File: src/rtl/tx_unit.sv
// tx_unit: serial transmitter. Latches the frame format on Send, then sends start, data LSB first, optional parity and stop bits.
// Build option: define TX_UNIT_PARITY_EN to enable the parity bit and the PARITY state.
module tx_unit (
   input  logic       clock,
   input  logic       ResetN,
   input  logic       Send,
   input  logic [7:0] DataIn,
   input  logic       DataLength,
   input  logic       StopBits,
   input  logic [1:0] ParityType,
   input  logic [1:0] BaudRate,
   output logic       DataOut,
   output logic       ParallParOut,
   output logic       ActiveFlag,
   output logic       DoneFlag
);

   localparam int unsigned CNT_W  = 15;
   localparam int unsigned IDX_W  = 3;
   localparam int unsigned DATA_W = 8;

`ifdef TX_UNIT_PARITY_EN
   typedef enum logic [2:0] {
      IDLE   = 3'd0,
      START  = 3'd1,
      DATA   = 3'd2,
      PARITY = 3'd3,
      STOP   = 3'd4
   } state_t;
`else
   typedef enum logic [2:0] {
      IDLE  = 3'd0,
      START = 3'd1,
      DATA  = 3'd2,
      STOP  = 3'd4
   } state_t;
`endif

   state_t              state_q, state_d;
   logic [CNT_W-1:0]    cnt_q, cnt_d;
   logic [IDX_W-1:0]    idx_q, idx_d;
   logic [DATA_W-1:0]   data_q, data_d;
   logic                len_q, len_d;
   logic                stop_q, stop_d;
   logic [1:0]          baud_q, baud_d;
   logic                out_q, out_d;
   logic                active_q, active_d;
   logic                done_q, done_d;

   logic [CNT_W-1:0]    last_cnt;
   logic [IDX_W-1:0]    last_idx;
   logic [DATA_W-1:0]   data_sel;
   logic                bit_end;

`ifdef TX_UNIT_PARITY_EN
   logic                par_q, par_d;
   logic                par_en_q, par_en_d;
`else
   logic                unused_parity_type;
   assign unused_parity_type = ^ParityType;
`endif

   // Bit period in clocks minus one, from the latched baud select
   always_comb begin
      last_cnt = CNT_W'(2603);
      case (baud_q)
         2'b00:   last_cnt = CNT_W'(20832);
         2'b01:   last_cnt = CNT_W'(10416);
         2'b10:   last_cnt = CNT_W'(5207);
         default: last_cnt = CNT_W'(2603);
      endcase
   end

   assign bit_end  = (cnt_q == last_cnt);
   assign last_idx = len_q ? IDX_W'(7) : IDX_W'(6);
   assign data_sel = DataLength ? DataIn : {1'b0, DataIn[6:0]};

   // Next-state, counters and next values of the registered outputs
   always_comb begin
      state_d  = state_q;
      cnt_d    = cnt_q;
      idx_d    = idx_q;
      data_d   = data_q;
      len_d    = len_q;
      stop_d   = stop_q;
      baud_d   = baud_q;
      done_d   = 1'b0;
      out_d    = 1'b1;
      active_d = 1'b0;
`ifdef TX_UNIT_PARITY_EN
      par_d    = par_q;
      par_en_d = par_en_q;
`endif

      if (state_q != IDLE) begin
         cnt_d = bit_end ? '0 : cnt_q + CNT_W'(1);
      end

      case (state_q)
         IDLE: begin
            if (Send) begin
               state_d = START;
               cnt_d   = '0;
               idx_d   = '0;
               data_d  = data_sel;
               len_d   = DataLength;
               stop_d  = StopBits;
               baud_d  = BaudRate;
`ifdef TX_UNIT_PARITY_EN
               par_en_d = ParityType[1] ^ ParityType[0];
               case (ParityType)
                  2'b01:   par_d = ~^data_sel;
                  2'b10:   par_d = ^data_sel;
                  default: par_d = 1'b0;
               endcase
`endif
            end
         end
         START: begin
            if (bit_end) begin
               state_d = DATA;
               idx_d   = '0;
            end
         end
         DATA: begin
            if (bit_end) begin
               if (idx_q == last_idx) begin
                  idx_d = '0;
`ifdef TX_UNIT_PARITY_EN
                  state_d = par_en_q ? PARITY : STOP;
`else
                  state_d = STOP;
`endif
               end else begin
                  idx_d = idx_q + IDX_W'(1);
               end
            end
         end
`ifdef TX_UNIT_PARITY_EN
         PARITY: begin
            if (bit_end) begin
               state_d = STOP;
               idx_d   = '0;
            end
         end
`endif
         STOP: begin
            if (bit_end) begin
               if (idx_q == IDX_W'(stop_q)) begin
                  state_d = IDLE;
                  idx_d   = '0;
                  done_d  = 1'b1;
               end else begin
                  idx_d = idx_q + IDX_W'(1);
               end
            end
         end
         default: begin
            state_d = IDLE;
            cnt_d   = '0;
            idx_d   = '0;
         end
      endcase

      // Line level follows the state being entered so DataOut is registered
      active_d = (state_d != IDLE);
      case (state_d)
         START:   out_d = 1'b0;
         DATA:    out_d = data_d[idx_d];
`ifdef TX_UNIT_PARITY_EN
         PARITY:  out_d = par_d;
`endif
         default: out_d = 1'b1;
      endcase
   end

   always_ff @(posedge clock) begin
      if (ResetN) begin
         state_q  <= IDLE;
         cnt_q    <= '0;
         idx_q    <= '0;
         data_q   <= '0;
         len_q    <= 1'b0;
         stop_q   <= 1'b0;
         baud_q   <= '0;
         out_q    <= 1'b1;
         active_q <= 1'b0;
         done_q   <= 1'b0;
`ifdef TX_UNIT_PARITY_EN
         par_q    <= 1'b0;
         par_en_q <= 1'b0;
`endif
      end else begin
         state_q  <= state_d;
         cnt_q    <= cnt_d;
         idx_q    <= idx_d;
         data_q   <= data_d;
         len_q    <= len_d;
         stop_q   <= stop_d;
         baud_q   <= baud_d;
         out_q    <= out_d;
         active_q <= active_d;
         done_q   <= done_d;
`ifdef TX_UNIT_PARITY_EN
         par_q    <= par_d;
         par_en_q <= par_en_d;
`endif
      end
   end

   assign DataOut    = out_q;
   assign ActiveFlag = active_q;
   assign DoneFlag   = done_q;
`ifdef TX_UNIT_PARITY_EN
   assign ParallParOut = par_q;
`else
   assign ParallParOut = 1'b0;
`endif

endmodule

File: config.mk
export PLATFORM = sky130hd
export DESIGN_NAME = tx_unit
export DESIGN_NICKNAME = d
export VERILOG_FILES = /design/src/rtl/tx_unit.sv
export SDC_FILE = /design/constraint.sdc
export NUM_CORES = 1
export LEC_CHECK = 0
export ABC_AREA = 1
export CORE_MARGIN = 2
export CORE_UTILIZATION = 41
export CTS_CLUSTER_DIAMETER = 40
export DETAILED_ROUTE_END_ITERATION = 10
export GPL_TIMING_DRIVEN = 0
export HOLD_SLACK_MARGIN = 0.08
export PLACE_DENSITY = 0.67
export SLEW_MARGIN = 20
export SYNTH_ARGS = -nofsm -noshare
export SYNTH_HDL_FRONTEND = slang
export SYNTH_SLANG_ARGS = --single-unit
File: constraint.sdc
create_clock -name clock -period 7 [get_ports clock]
set_clock_uncertainty 0.2 [all_clocks]
set_input_delay 1.4 -clock clock [delete_from_list [all_inputs] [get_ports clock]]
set_output_delay 1.4 -clock clock [all_outputs]
set_load 0.05 [all_outputs]
==> impl_metrics.yaml, run 1 <==
power_and_ir_drop:
  ir_worst_vdd_mv: 0.102
  p_seq_share_pct: 46.4
  comb_power_share_pct: 19.4
  swShare_pct: 29.7
  power_density_nw_per_um2: 178
  total_power_mw: 0.463
  internal-power_mw: 0.326
  p_switching_mw: 0.138
  p_leak_nw: 1.14
  p_clk_share_pct: 34.2
synthesis:
  synth.top_cell.area_share_pct: 31.8
  syn_area_um2: 2270
  yosysSeqAreaShare_pct: 31.8
  avgSynthCellArea_um2: 6.83
  synth_area_leaders: "dfxtp_1 (32%), nand2_1 (12%), nor2_1 (7.1%), nand3_1 (6.2%), inv_1 (6.0%)"
  yosysWarnings: 0
  synth-simple-area-share_pct: 42.1
  yosysUniqueCellTypes: 35
  synth_compound_area_share_pct: 5.47
  synth_top_family_by_area: "simple AND/OR/NAND/NOR gates"
  synth_top_cell_by_area: "dfxtp_1"
  synthAdderAreaFrac_pct: 3.87
  synth_xor_area_share_pct: 3.87
  synth_nets: 356
  synthMuxAreaShare_pct: 3.09
  syn_inst: 332
  synth.ff_latch_count: 36
clocking:
  clk_pin_slew_worst_paths_ns: 0.08
  post_cts_resized: 0
  root_buffer: "clkbuf_8"
  htreeDepth: 2
  post_cts_buffers: 0
  clkLatencyLatePin_ns: 0.29
  cts_buffer_depth: 2
  holdBufCountCts: 0
  cts_made_buffers: 5
  cts_tree: "done"
  clock_sinks: 36
global_routing:
  grt_use_total_pct: 17.0
  grt_pass1_vias: 1796
  grt_max_degree: 11
  grt_overflow: 0
  antenna_found_initial: 0
  grt_pass1_wl_um: 8330
place:
  place_hpwl_um: 3770
  io_buffers: 16
  gp_congestion: 0.852
  place_area_um2: 2520
critical_path:
  worstPathRequired_ns: 5.40
  slowest_delay_ns: 0.80
  crit_chain: "clkdlybuf4s50_1"
  worst_path_dominant_cell_family: "buffers and inverters"
  cp_slowest_cell: "clkdlybuf4s50_1"
  arrival_ns: 1.40
  crit_path_start_kind: "flip-flop"
  crit_buf_inv: 1
  crit_type: "reg -> out"
  crit_path_max_fanout: 1
  worst_setup_path_end_kind: "output port"
final_layout:
  multiInputGateArea_um2: 1330
  drive_gt1_share_pct: 13.8
  fillers: 551
  syn2layout_area_growth_pct: 15.0
  fin_area_um2: 2610
  most-common-layout-cells: "nand2_1 (74), nor2_1 (43), dfxtp_1 (36), inv_1 (36), nand3_1 (28)"
  antenna_cells: 0
  fin_nets: 379
  final_common_cell: "nand2_1"
  final-seq-area_um2: 721
detailed_routing:
  topRoutingLayerUsed: "met4"
  drc_errors: 0
  wirelength_um: 4780
  wl_per_cell_um: 11.2
  drt-pass1-iter-count: 6
  drt_iter0_markers: 122
  m1WireLength_um: 2400
  via_count: 2034
  avgViaCountPerCell: 4.75
  met2_length_um: 2160
  wl_met3_um: 167
  postRouteAntennaNets: 0
timing:
  hold_viol: 0
  drv_slew: 0
  relSlewSlack_pct: 66.8
  rsz0062_at_grt: "no"
  setup_viol: 0
  tns_ns: 0
  period_minus_slack_ns: 3.00
  max_freq_mhz: 333
  timing.final.crit_share_pct: 42.9
  tightest_slew_ns: 0.497
floorplanning:
  ioPinCount: 21
  start_util_pct: 41.9
  rows: 27
  core_area_um2: 5410
  die_x_um: 78.3
  die_h_um: 78.3
  die_area_um2: 6140
worst_hold_path:
  hold_class: "reg -> reg"
run:
  maxCapViolCount: 0
run_status:
  status: "complete, no violations"
[layer usage]
layer	global-route usage, %	vias up
met5	0	-
met4	5.26	0
met3	3.56	5
met2	27.8	35
met1	22.5	896
li1	-	1098
[worst paths after layout]
| check | start | to | slack, ns | cells after the start |
|---|---|---|---|---|
| setup / recovery | ActiveFlag | ActiveFlag | 4.00 | 1 |
| hold / removal | len_q | len_q | 0.28 | 2 |
| setup reg to reg | baud_q[1] | DataOut | 4.40 | 14 |
| hold reg to reg | len_q | len_q | 0.28 | 2 |
[kinds of logic (layout without fill, tap and decap cells)]
| group | Yosys count | in the layout |
|---|---|---|
| adder cells (fa/ha/maj) | 7 | 7 |
| multiplexers | 7 | 7 |
| XOR/XNOR | 10 | 10 |
| AO/OA/AOI/OAI | 23 | 23 |
| buffers and inverters | 54 | 78 |
| flip-flops | 36 | 36 |
| AND/OR/NAND/NOR | 194 | 194 |
| other | 1 | 1 |
[cell usage after synthesis, drive strengths merged]
cell type	number
nor4	1
a21o	1
xnor2	4
a21oi	12
ha	7
nor3b	3
dfxtp	36
xor2	6
conb	1
mux2i	7
clkinv	2
nand2	88
nand3	30
inv	45
nand4	9
a41oi	1
o31ai	1
nand3b	1
buf	5
clkbuf	2
o21ai	8
nor3	10
nor2	52
[tightest hold or removal path, cell delays in order (launching register included)]
cell and delay, ns:
dfxtp_1 0.32, nand2_1 0.06, a21oi_1 0.05
[state kept, by name, indices dropped and copies added, names as in the netlist]
name,cells
stop_q,1
data_q,8
cnt_q,15
DoneFlag,1
idx_q,3
ActiveFlag,1
len_q,1
DataOut,1
state_q,3
baud_q,2
[power by group through the flow]
| stage | combinational, mW | clock, mW | sequential, mW |
|---|---|---|---|
| floorplan | 0.0631 | 0 | 0.223 |
| global placement | 0.0896 | 0 | 0.220 |
| detailed placement | 0.0899 | 0 | 0.220 |
| CTS | 0.0903 | 0.161 | 0.215 |
| global route | 0.101 | 0.172 | 0.216 |
| finish | 0.0900 | 0.158 | 0.215 |
[layout make-up]
cell class | instances | area share [%]
multi-input cells | 242 | 50.9
clock buffers | 8 | 3.46
flip-flops and latches | 36 | 27.7
repair buffers | 16 | 6.14
well taps | 72 | 3.46
inverters | 47 | 6.82
plain buffers | 7 | 1.58
[metrics by stage]
stage / std cells / util, % / hold WS, ns / worst slack (ns)
2_1_floorplan: 332 / - / 0.253 / 4.38
3_3_place_gp: 420 / 46.6 / 0.265 / 3.74
3_5_place_dp: 420 / 46.6 / 0.271 / 3.76
4_1_cts: 428 / 48.2 / 0.281 / 3.98
5_1_grt: 428 / 48.2 / 0.297 / 3.84
6_report: 428 / 48.2 / 0.281 / 4.00
(Power assumes the default switching activity.)
==> run 2, diff against run 1 <==
Clock period 7 ns to 3.1 ns, I/O delays scaled along.
==> results of run 2 <==
The final DEF is identical to that of run 1. Status: complete, no violations.
Among the figures that moved: setup slack after placement 3.76 ns -> 0.493 ns; clock-pin slew on the worst setup and hold paths 0.08 ns -> 0.07 ns; setup slack after layout 4.00 ns -> 0.500 ns; start point of the critical path ActiveFlag -> baud_q[1]; end point of the critical path ActiveFlag -> DataOut; register-to-register setup slack 4.40 ns -> 0.50 ns; total power 0.463 mW -> 1.05 mW; worst IR drop on VDD 0.102 mV -> 0.230 mV
